File: config.mk
export PLATFORM = sky130hd
export DESIGN_NAME = wash_bay_scheduler_flat
export DESIGN_NICKNAME = d
export VERILOG_FILES = /design/src/rtl/wash_sched_pkg.sv /design/src/rtl/wash_bay_scheduler_if.sv /design/src/rtl/wash_req_fifo.sv /design/src/rtl/wash_bay_scheduler.sv /design/src/flat_wrapper.sv
export SDC_FILE = /design/constraint.sdc
export NUM_CORES = 1
export LEC_CHECK = 0
export ABC_AREA = 0
export BUFFER_PORTS_ARGS = -buffer_cell sky130_fd_sc_hd__buf_2
export CAP_MARGIN = 20
export CORE_ASPECT_RATIO = 0.5
export CORE_MARGIN = 2
export CORE_UTILIZATION = 46
export CTS_BUF_LIST = sky130_fd_sc_hd__clkbuf_8 sky130_fd_sc_hd__clkbuf_16
export CTS_CLUSTER_DIAMETER = 150
export DETAILED_ROUTE_END_ITERATION = 7
export PLACE_DENSITY = 0.72
export SETUP_SLACK_MARGIN = 0.3
export SYNTH_ARGS = -nofsm -noshare
export SYNTH_HDL_FRONTEND = slang
export SYNTH_HIERARCHICAL = 1
export SYNTH_SLANG_ARGS = --single-unit
File: constraint.sdc
create_clock -name clk -period 2.9 [get_ports clk]
set_input_delay 0.29 -clock clk [delete_from_list [all_inputs] [get_ports clk]]
set_output_delay 0.29 -clock clk [all_outputs]
set_load 0.005 [all_outputs]
File: src/rtl/wash_sched_pkg.sv
// Shared types and width helpers for the wash bay scheduler slice.
package wash_sched_pkg;

    typedef enum logic [1:0] {
        IDLE  = 2'b00,
        PULSE = 2'b01,
        ACK   = 2'b10
    } sched_state_e;

    // Timer widths cover the largest legal COIN_PULSE_CYCLES (15) and ACK_TIMEOUT (255).
    localparam int PULSE_CNT_W = 4;
    localparam int ACK_CNT_W   = 8;

    function automatic int clog2(input int value);
        int result;
        int remain;
        result = 32'sd0;
        remain = value - 32'sd1;
        while (remain > 32'sd0) begin
            result = result + 32'sd1;
            remain = remain >> 1;
        end
        return result;
    endfunction

endpackage

File: src/rtl/wash_bay_scheduler_if.sv
// Request, machine-pool and status bundle between the coin front end, machines and scheduler.
interface wash_bay_scheduler_if #(
    parameter int NUM_MACHINES = 4,
    parameter int QUEUE_DEPTH  = 4
);
    localparam int ID_W  = wash_sched_pkg::clog2(NUM_MACHINES);
    localparam int CNT_W = wash_sched_pkg::clog2(QUEUE_DEPTH + 1);

    logic                    req_valid;
    logic                    req_double;
    logic                    req_ready;
    logic [NUM_MACHINES-1:0] mach_done;
    logic [NUM_MACHINES-1:0] mach_coin;
    logic [NUM_MACHINES-1:0] mach_double;
    logic                    grant_valid;
    logic [ID_W-1:0]         grant_id;
    logic [CNT_W-1:0]        queue_count;
    logic [NUM_MACHINES-1:0] fault_mask;

    modport master (
        output req_valid, req_double, mach_done,
        input  req_ready, mach_coin, mach_double, grant_valid, grant_id, queue_count, fault_mask
    );

    modport slave (
        input  req_valid, req_double, mach_done,
        output req_ready, mach_coin, mach_double, grant_valid, grant_id, queue_count, fault_mask
    );

endinterface

File: src/rtl/wash_req_fifo.sv
// Pending wash request queue: one bit per entry (double-wash flag), drop-on-full push.
module wash_req_fifo
    import wash_sched_pkg::*;
#(
    parameter int DEPTH = 4
) (
    input  logic                          clk,
    input  logic                          rst,
    input  logic                          push,
    input  logic                          push_data,
    input  logic                          pop,
    output logic                          pop_data,
    output logic                          full,
    output logic                          empty,
    output logic [clog2(DEPTH + 1)-1:0]   count
);
    localparam int AW = clog2(DEPTH);
    localparam int CW = clog2(DEPTH + 1);

    logic [DEPTH-1:0] mem_r;
    logic [AW-1:0]    wr_ptr_r;
    logic [AW-1:0]    rd_ptr_r;
    logic [CW-1:0]    count_r;
    logic             push_ok_s;
    logic             pop_ok_s;

    assign full     = (count_r == CW'(DEPTH));
    assign empty    = (count_r == {CW{1'b0}});
    assign count    = count_r;
    assign pop_data = mem_r[rd_ptr_r];

    // Qualify requests so a full push or empty pop never moves a pointer.
    always_comb begin
        push_ok_s = push & ~full;
        pop_ok_s  = pop & ~empty;
    end

    // Storage, pointers and occupancy; DEPTH is a power of two so pointers wrap naturally.
    always_ff @(posedge clk or posedge rst) begin
        if (rst) begin
            mem_r    <= {DEPTH{1'b0}};
            wr_ptr_r <= {AW{1'b0}};
            rd_ptr_r <= {AW{1'b0}};
            count_r  <= {CW{1'b0}};
        end else begin
            if (push_ok_s) begin
                mem_r[wr_ptr_r] <= push_data;
                wr_ptr_r        <= wr_ptr_r + 1'b1;
            end
            if (pop_ok_s) begin
                rd_ptr_r <= rd_ptr_r + 1'b1;
            end
            case ({push_ok_s, pop_ok_s})
                2'b10:   count_r <= count_r + 1'b1;
                2'b01:   count_r <= count_r - 1'b1;
                default: count_r <= count_r;
            endcase
        end
    end

endmodule

File: src/rtl/wash_bay_scheduler.sv
// Hands queued paid washes to idle machines round-robin, pulses coin_in and confirms start.
module wash_bay_scheduler
    import wash_sched_pkg::*;
#(
    parameter int NUM_MACHINES      = 4,
    parameter int QUEUE_DEPTH       = 4,
    parameter int COIN_PULSE_CYCLES = 2,
    parameter int ACK_TIMEOUT       = 8
) (
    input  logic                 clk,
    input  logic                 rst,
    wash_bay_scheduler_if.slave  bus
);
    localparam int ID_W = clog2(NUM_MACHINES);
    localparam int CW   = clog2(QUEUE_DEPTH + 1);
    localparam logic [NUM_MACHINES-1:0] ONE_HOT_0 = {{(NUM_MACHINES-1){1'b0}}, 1'b1};
    localparam logic [PULSE_CNT_W-1:0]  PULSE_LAST = PULSE_CNT_W'(COIN_PULSE_CYCLES - 1);
    localparam logic [ACK_CNT_W-1:0]    ACK_LAST   = ACK_CNT_W'(ACK_TIMEOUT - 1);
    localparam logic [ID_W-1:0]         LAST_ID    = ID_W'(NUM_MACHINES - 1);

    sched_state_e            state_r, state_nxt_s;
    logic [ID_W-1:0]         grant_id_r, grant_id_nxt_s;
    logic [ID_W-1:0]         rr_ptr_r, rr_ptr_nxt_s;
    logic [ID_W-1:0]         next_ptr_s;
    logic [ID_W-1:0]         cand_s;
    logic [ID_W-1:0]         sel_id_s;
    logic                    sel_found_s;
    logic                    dbl_r, dbl_nxt_s;
    logic [PULSE_CNT_W-1:0]  pulse_cnt_r, pulse_cnt_nxt_s;
    logic [ACK_CNT_W-1:0]    ack_cnt_r, ack_cnt_nxt_s;
    logic [NUM_MACHINES-1:0] fault_r, fault_nxt_s;
    logic [NUM_MACHINES-1:0] coin_r, coin_nxt_s;
    logic [NUM_MACHINES-1:0] double_r, double_nxt_s;
    logic [NUM_MACHINES-1:0] elig_s;
    logic                    grant_valid_r, grant_valid_nxt_s;
    logic                    pop_s;
    logic                    fifo_head_s;
    logic                    fifo_full_s;
    logic                    fifo_empty_s;
    logic [CW-1:0]           fifo_count_s;

    wash_req_fifo #(.DEPTH(QUEUE_DEPTH)) u_fifo (
        .clk       (clk),
        .rst       (rst),
        .push      (bus.req_valid),
        .push_data (bus.req_double),
        .pop       (pop_s),
        .pop_data  (fifo_head_s),
        .full      (fifo_full_s),
        .empty     (fifo_empty_s),
        .count     (fifo_count_s)
    );

    assign bus.req_ready   = ~fifo_full_s;
    assign bus.queue_count = fifo_count_s;
    assign bus.mach_coin   = coin_r;
    assign bus.mach_double = double_r;
    assign bus.grant_valid = grant_valid_r;
    assign bus.grant_id    = grant_id_r;
    assign bus.fault_mask  = fault_r;

    // Round-robin pick: first idle, unfaulted machine at or after the pointer.
    always_comb begin
        elig_s      = bus.mach_done & ~fault_r;
        sel_found_s = 1'b0;
        sel_id_s    = {ID_W{1'b0}};
        cand_s      = {ID_W{1'b0}};
        for (int k = 32'sd0; k < NUM_MACHINES; k++) begin
            cand_s = ID_W'((int'(rr_ptr_r) + k) % NUM_MACHINES);
            if (!sel_found_s && elig_s[cand_s]) begin
                sel_found_s = 1'b1;
                sel_id_s    = cand_s;
            end else begin
                sel_found_s = sel_found_s;
            end
        end
        next_ptr_s = (grant_id_r == LAST_ID) ? {ID_W{1'b0}} : grant_id_r + 1'b1;
    end

    // Scheduler next state; pulse outputs are precomputed here so they leave on flops.
    always_comb begin
        state_nxt_s       = state_r;
        grant_id_nxt_s    = grant_id_r;
        rr_ptr_nxt_s      = rr_ptr_r;
        dbl_nxt_s         = dbl_r;
        pulse_cnt_nxt_s   = pulse_cnt_r;
        ack_cnt_nxt_s     = ack_cnt_r;
        fault_nxt_s       = fault_r;
        grant_valid_nxt_s = 1'b0;
        pop_s             = 1'b0;
        case (state_r)
            IDLE: begin
                if (!fifo_empty_s && sel_found_s) begin
                    state_nxt_s     = PULSE;
                    grant_id_nxt_s  = sel_id_s;
                    dbl_nxt_s       = fifo_head_s;
                    pulse_cnt_nxt_s = {PULSE_CNT_W{1'b0}};
                end else begin
                    state_nxt_s = IDLE;
                end
            end
            PULSE: begin
                if (pulse_cnt_r == PULSE_LAST) begin
                    state_nxt_s   = ACK;
                    ack_cnt_nxt_s = {ACK_CNT_W{1'b0}};
                end else begin
                    pulse_cnt_nxt_s = pulse_cnt_r + 1'b1;
                end
            end
            ACK: begin
                if (!bus.mach_done[grant_id_r]) begin
                    pop_s             = 1'b1;
                    grant_valid_nxt_s = 1'b1;
                    rr_ptr_nxt_s      = next_ptr_s;
                    state_nxt_s       = IDLE;
                end else if (ack_cnt_r == ACK_LAST) begin
                    // Request stays queued so another machine can take it.
                    fault_nxt_s[grant_id_r] = 1'b1;
                    rr_ptr_nxt_s            = next_ptr_s;
                    state_nxt_s             = IDLE;
                end else begin
                    ack_cnt_nxt_s = ack_cnt_r + 1'b1;
                end
            end
            default: begin
                state_nxt_s = IDLE;
            end
        endcase
        if (state_nxt_s == PULSE) begin
            coin_nxt_s   = ONE_HOT_0 << grant_id_nxt_s;
            double_nxt_s = coin_nxt_s & {NUM_MACHINES{dbl_nxt_s}};
        end else begin
            coin_nxt_s   = {NUM_MACHINES{1'b0}};
            double_nxt_s = {NUM_MACHINES{1'b0}};
        end
    end

    // Scheduler state and registered outputs; reset drops any pulse in flight.
    always_ff @(posedge clk or posedge rst) begin
        if (rst) begin
            state_r       <= IDLE;
            grant_id_r    <= {ID_W{1'b0}};
            rr_ptr_r      <= {ID_W{1'b0}};
            dbl_r         <= 1'b0;
            pulse_cnt_r   <= {PULSE_CNT_W{1'b0}};
            ack_cnt_r     <= {ACK_CNT_W{1'b0}};
            fault_r       <= {NUM_MACHINES{1'b0}};
            coin_r        <= {NUM_MACHINES{1'b0}};
            double_r      <= {NUM_MACHINES{1'b0}};
            grant_valid_r <= 1'b0;
        end else begin
            state_r       <= state_nxt_s;
            grant_id_r    <= grant_id_nxt_s;
            rr_ptr_r      <= rr_ptr_nxt_s;
            dbl_r         <= dbl_nxt_s;
            pulse_cnt_r   <= pulse_cnt_nxt_s;
            ack_cnt_r     <= ack_cnt_nxt_s;
            fault_r       <= fault_nxt_s;
            coin_r        <= coin_nxt_s;
            double_r      <= double_nxt_s;
            grant_valid_r <= grant_valid_nxt_s;
        end
    end

endmodule

File: src/flat_wrapper.sv
// flat-port wrapper written by rule: the top's interface ports become plain ports
module wash_bay_scheduler_flat import wash_sched_pkg::*;
#(
    parameter int NUM_MACHINES      = 4,
    parameter int QUEUE_DEPTH       = 4,
    parameter int COIN_PULSE_CYCLES = 2,
    parameter int ACK_TIMEOUT       = 8
)
  (clk, rst, bus_req_valid, bus_req_double, bus_mach_done, bus_req_ready, bus_mach_coin, bus_mach_double, bus_grant_valid, bus_grant_id, bus_queue_count, bus_fault_mask);
  wash_bay_scheduler_if #(.NUM_MACHINES(NUM_MACHINES), .QUEUE_DEPTH(QUEUE_DEPTH)) bus_i ();
  input  logic clk;
  input  logic rst;
  input wire logic [$bits(bus_i.req_valid)-1:0] bus_req_valid;
  input wire logic [$bits(bus_i.req_double)-1:0] bus_req_double;
  input wire logic [$bits(bus_i.mach_done)-1:0] bus_mach_done;
  output wire logic [$bits(bus_i.req_ready)-1:0] bus_req_ready;
  output wire logic [$bits(bus_i.mach_coin)-1:0] bus_mach_coin;
  output wire logic [$bits(bus_i.mach_double)-1:0] bus_mach_double;
  output wire logic [$bits(bus_i.grant_valid)-1:0] bus_grant_valid;
  output wire logic [$bits(bus_i.grant_id)-1:0] bus_grant_id;
  output wire logic [$bits(bus_i.queue_count)-1:0] bus_queue_count;
  output wire logic [$bits(bus_i.fault_mask)-1:0] bus_fault_mask;
  assign bus_i.req_valid = bus_req_valid;
  assign bus_i.req_double = bus_req_double;
  assign bus_i.mach_done = bus_mach_done;
  assign bus_req_ready = bus_i.req_ready;
  assign bus_mach_coin = bus_i.mach_coin;
  assign bus_mach_double = bus_i.mach_double;
  assign bus_grant_valid = bus_i.grant_valid;
  assign bus_grant_id = bus_i.grant_id;
  assign bus_queue_count = bus_i.queue_count;
  assign bus_fault_mask = bus_i.fault_mask;
  wash_bay_scheduler #(.NUM_MACHINES(NUM_MACHINES), .QUEUE_DEPTH(QUEUE_DEPTH), .COIN_PULSE_CYCLES(COIN_PULSE_CYCLES), .ACK_TIMEOUT(ACK_TIMEOUT)) u_core (.clk(clk), .rst(rst), .bus(bus_i));
endmodule
; Word-level counts from Yosys, hierarchy flattened
; Cells that the tools add are included.
[op_classes]
n_addsub = 10
magnitude_cmp = 9
n_eq_ne = 15
n_shift = 1
n_mux = 49
n_bitwise = 8
n_reduce_logical = 19
[op_table]
columns = cell, count
row1 = 2-bit two-way mux, 12
row2 = 8-bit two-way mux, 3
row3 = 2-bit by 3-bit less-than comparator with 1-bit output (second input constant), 7
row4 = 1-bit two-way mux, 17
row5 = 4-bit two-way mux, 4
row6 = 8-bit case mux with 2 select lines, 1
row7 = 1-bit binary-select mux with 2-bit select, 6
row8 = 2-bit by 1-bit adder with 2-bit output (second input constant), 4
row9 = 8-bit by 1-bit adder with 8-bit output (second input constant), 1
row10 = 4-bit bitwise AND, 2
row11 = 8-bit by 3-bit equality test with 1-bit output (second input constant), 1
row12 = 4-bit case mux with 2 select lines, 1
row13 = 2-bit by 1-bit equality test with 1-bit output (second input constant), 3
row14 = 2-bit equality test (second input constant), 3
row15 = 1-bit logical AND, 6
row16 = 2-bit by 1-bit inequality test with 1-bit output (second input constant), 3
row17 = 2-bit inequality test (second input constant), 3
row18 = 2-bit case mux with 3 select lines, 1
row19 = 3-bit case mux with 2 select lines, 1
row20 = 3-bit AND reduction, 2
row21 = 2-bit nonzero test, 3
row22 = 2-bit adder (second input constant), 2
row23 = 4-bit by 1-bit adder with 4-bit output (second input constant), 1
row24 = 4-bit bitwise mux, 1
row25 = other kinds (16), 23
[totals]
reg_bits = 43
in_bits = 8

; Longest topological paths before layout
[logic_depth]
word_depth = 20
depth_mapped = 9
depth_no_buf = 9

; Cells and area by module
; Netlist, hierarchy kept.
[modules_own_cells]
columns = mod, n_inst, cells_per_inst, area_each_um2
row1 = wash_bay_scheduler, 1, 154, 1605.3
row2 = wash_req_fifo, 1, 55, 609.3

; Worst setup path after synthesis
; No wires, ideal clock.
[synth_timing]
kind = reg-to-reg
startpoint = reg u_core.grant_id_r[0] (netlist: u_core/bus.grant_id[0])
endpoint = reg u_core.u_fifo.count_r[2] (netlist: u_core/u_fifo/count[2])
setup_ps = 79
arrival_ps = 2266
slack_ps = 555
path_stages_with_launch = 10
path_buffers = 0
period_less_slack_ps = 2345
cell_sequence = dfrtp_1 > mux4_2 > nor2_2 > o31a_2 > ha_1 > inv_1 > fa_1 > xor2_1 > nor2_1 > xor2_1
[synth_via]
elab_chain_cells = 7
[synth_rtl]
columns = item, line
row1 = "start, declared", wash_bay_scheduler.sv:22  ; logic [ID_W-1:0] grant_id_r, grant_id_nxt_s;
row2 = "start signal, assigned", wash_bay_scheduler.sv:142  ; grant_id_r <= {ID_W{1'b0}};
row3 = "start signal, assigned", wash_bay_scheduler.sv:153  ; grant_id_r <= grant_id_nxt_s;
row4 = 1-bit binary-select mux with 2-bit select (*), wash_bay_scheduler.sv:111  ; if (!bus.mach_done[grant_id_r]) begin
row5 = 1-bit two-way mux (implied by the code) (*), wash_bay_scheduler.sv:111
row6 = 1-bit two-way mux (*) (2 in series), --
row7 = via u_core.grant_valid_nxt_s, wash_bay_scheduler.sv:35  ; logic grant_valid_r, grant_valid_nxt_s;
row8 = 1-bit bitwise AND (*), wash_req_fifo.sv:35  ; pop_ok_s = pop & ~empty;
row9 = via u_core.u_fifo.pop_ok_s, wash_req_fifo.sv:25  ; logic pop_ok_s;
row10 = 2-bit by 1-bit equality test with 1-bit output / 2-bit equality test (equally long branches), wash_req_fifo.sv:53  ; case ({push_ok_s, pop_ok_s})
row11 = 3-bit case mux with 2 select lines / 2-bit nonzero test (equally long branches), --
row12 = "end signal, assigned", wash_req_fifo.sv:54  ; 2'b10: count_r <= count_r + 1'b1;
row13 = "end signal, assigned", wash_req_fifo.sv:55  ; 2'b01: count_r <= count_r - 1'b1;
row14 = "end signal, assigned", wash_req_fifo.sv:56  ; default: count_r <= count_r;
row15 = "end, declared", wash_req_fifo.sv:23  ; logic [CW-1:0] count_r;
; The timed path passes the listed nets; every way through them passes the cells marked *. The select of a mux whose other input is x is not followed.
; A chain may end at the register's enable or synchronous reset.

; Final worst setup path
; Ends and elaborated chain as after synthesis.

==> out/metrics.cfg <==
[place]
routabilityCongestion=0.867
post-dp-hpwl_mm=2.97
portBuffers=26

[run]
maxCapViolations=0

[global_route]
gr-usage-met3_pct=4.36
grt_max_degree=33
grt_pass1_vias=1470
met1_usage_pct=23.8
met2_usage_pct=25.1
grt_remaining_overflow=0
grt_util_all_layers_pct=16.7
grt_pass1_wl_mm=6.79
antenna_found_initial=0
grt.busiest_layer=met2

[synth]
synth-seq-area-share_pct=48.6
synth_cells=209
synth_top_flop_cell=dfrtp_1
ys_async_sr_fraction_pct=100
netlist_area_sq_um=2210
synth-seq-cells=43
synth.avg_cell_area_sq_um=10.6
syn_nets=230
synth_edf_count=0
yosys_warnings=6
yosysUniqueCellTypes=46

[detailed_routing]
dr.pass1.iters=4
via_per_inst=5.02
first_iter_violations=43
antenna_left=0
drcViolationCount=0
wire_per_inst_um=12.8
wl_mm=3.97
vias=1562

[setup_path]
cp_max_fo=5
cp_num_buf_inv=1
ff2ff_setup_slack_ps=410
crit_top_cell=xor2_1
critPathSlowestCell=mux4_2
required_ps=3120
critPathLaunchType=flop
rr_worst_depth=9
crit_cells=9
rr_endpoint=u_core/u_fifo/count[2]
arrival_ps=2700
path_cells=mux4_2 > nor2_2 > o31a_2 > ha_1 > inv_1 > fa_1 > xor2_1 > nor2_1 > xor2_1
crit_family=adder cells
crit_path_end_kind=flop
r2r_start=u_core/bus.grant_id[0]
timing_worst_setup_path_type=flop to flop
max_stage_delay_ps=570

[floorplan]
io_pins=27
start_util_pct=49.1
dieWidth_um=102
chipHeight_um=53.1
core_sq_um=4510
fp-row-count=17
die_area_sq_um=5420

[power_and_ir_drop]
power.share.switching_pct=38.4
power.density_nw_per_um2=908
intPower_uw=1420
p_switching_uw=885
power_frac_seq_pct=42.1
power.ir.vdd_worst_mv=0.389
p_clk_share_pct=17.5
combPwrFrac_pct=40.4
power.leakage_uw=0.00125

[min_path]
min_from=bus_req_double
hold_path_end=u_core/u_fifo/mem_r[1]
hp-class=input pin to flop
hold_path_depth=3

[finish]
regArea_sq_um=1080
syn2layout_area_growth_pct=14.7
fin_util_pct=56.3
final_common_cell=dfrtp_1
antenna_cells=0
layout-drive-gt1-share_pct=23.7
fin_nets=265
multi_input_area_sq_um=1040
n_fill_cell=403
mostFrequentLayoutCells=42 x dfrtp_1, 26 x buf_2, 22 x nand2_1

[cts]
cts_tree=done
path_clk_slew_ps=80
cts_max_level=2
clk_latency_ps=290
cts_buffer_depth=2
cts_sinks=43
cts-root-buf=clkbuf_8
numCtsBuffers=5

[timing]
fin_skew_ps=4.58
rsz0062_at_grt=false
fin_crit_sh_pct=85.8
fin_crit_ps=2490
setup_viol=0
max_freq_ghz=0.402
hold_viol=0
drv_slew=0
tightest_slew_ps=431
tns_ps=0
slew_headroom_pct=71.3

[run_status]
status=completed

==> logic make-up (layout without fill, tap and decap cells) <==
family                     count (synthesis)  in the layout  share of synthesized area, %
and+or+nand+nor                           73             73                          18.0
DFF                                       43             43                          48.6
muxes                                      8              8                          5.20
xor gates and xnor gates                   9              9                          3.56
AOI/OAI and AO/OA                         42             42                          12.7
adders and majority gates                 13             13                          7.68
buffers and inverters                     21             57                          4.29
==> synth_stat cells (3+ instances only) <==
library cell	n	area [sq um]
dfrtp_1	43	1080
nand2_1	22	82.6
inv_1	15	56.3
ha_1	12	150
o21ai_0	10	50.1
nor2_1	9	33.8
a21oi_1	7	35.0
nor2b_1	6	37.5
nor3_1	6	30.0
nor3b_1	6	45.0
a21o_1	5	37.5
nand3_1	5	25.0
o21ai_1	5	25.0
xor2_1	5	43.8
nand2b_1	4	25.0
or3_1	4	25.0
xnor2_1	4	35.0
inv_2	3	11.3
o211ai_1	3	22.5
==> power groups by stage <==
stage,Sequential [uW],Clock (uW),Combinational (uW)
final,971,404,932
after global routing,998,450,1060
after CTS,975,418,908
after detailed placement,983,0,903
after global placement,974,0,876
after floorplan,956,0,691
==> repair_timing <==
| action | in CTS | in global routing |
|---|---|---|
| hold buffers | 1 | 0 |
| endpoints found under the hold margin | 4 | 0 |
| gates resized for setup | 0 | 1 |
| buffers inserted | 0 | 3 |
| setup endpoints to repair | 0 | 1 |
==> per-stage QoR <==
| stage | std cells | area, sq um | hold slack, ps | power, uW | worst slack, ps |
|---|---|---|---|---|---|
| 6_report | 311 | 2540 | 270 | 2310 | 412 |
| 5_1_grt | 311 | 2540 | 262 | 2500 | 328 |
| 4_1_cts | 308 | 2520 | 258 | 2300 | 309 |
| 3_5_place_dp | 299 | 2410 | 323 | 1890 | 322 |
| 3_3_place_gp | 299 | 2410 | 313 | 1850 | 447 |
| 2_1_floorplan | 209 | 2210 | 142 | 1650 | 555 |
==> area by class of cell <==
cell class                      count  area share [%]
Sequential cell                    43            42.4
Multi-Input combinational cell    145            41.1
Timing Repair Buffer               31            6.70
Clock buffer                        6            3.25
Tap cell                           66            3.25
Inverter                           18            2.66
Clock inverter                      2           0.640
==> sequential cells by signal, summed over array words and instances, names as in the netlist <==
register	flops
u_core/u_fifo/rd_ptr_r	2
u_core/u_fifo/count	3
u_core/bus.grant_id	2
u_core/bus.mach_double	4
u_core/pulse_cnt_r	4
u_core/bus.fault_mask	4
u_core/dbl_r	1
u_core/bus.grant_valid	1
u_core/u_fifo/mem_r	4
u_core/bus.mach_coin	4
u_core/rr_ptr_r	2
u_core/u_fifo/wr_ptr_r	2
u_core/state_r	2
u_core/ack_cnt_r	8
==> tightest hold or removal path: stages <==
cell and delay (ps):
buf_2 120, nand2_1 50, o21ai_0 60
==> per-layer routing <==
layer | wire (um) | up-vias
met1 | 1980 | 744
met4 | 44 | 0
met2 | 1790 | 23
met5 | 0 | -
met3 | 155 | 5
li1 | - | 790
==> worst max-delay path by stage <==
stage / from / endpoint / slack, ps
after floorplan: u_core/bus.grant_id[0] / u_core/u_fifo/count[2] / 560
after global placement: u_core/bus.grant_id[0] / u_core/u_fifo/count[2] / 450
after detailed placement: u_core/bus.grant_id[0] / u_core/u_fifo/count[2] / 320
after CTS: u_core/bus.grant_id[0] / u_core/u_fifo/count[2] / 310
after global routing: u_core/bus.grant_id[0] / u_core/u_fifo/count[2] / 330
final: u_core/bus.grant_id[0] / u_core/u_fifo/count[2] / 410
Note: power is estimated with default switching activity, not from simulation.
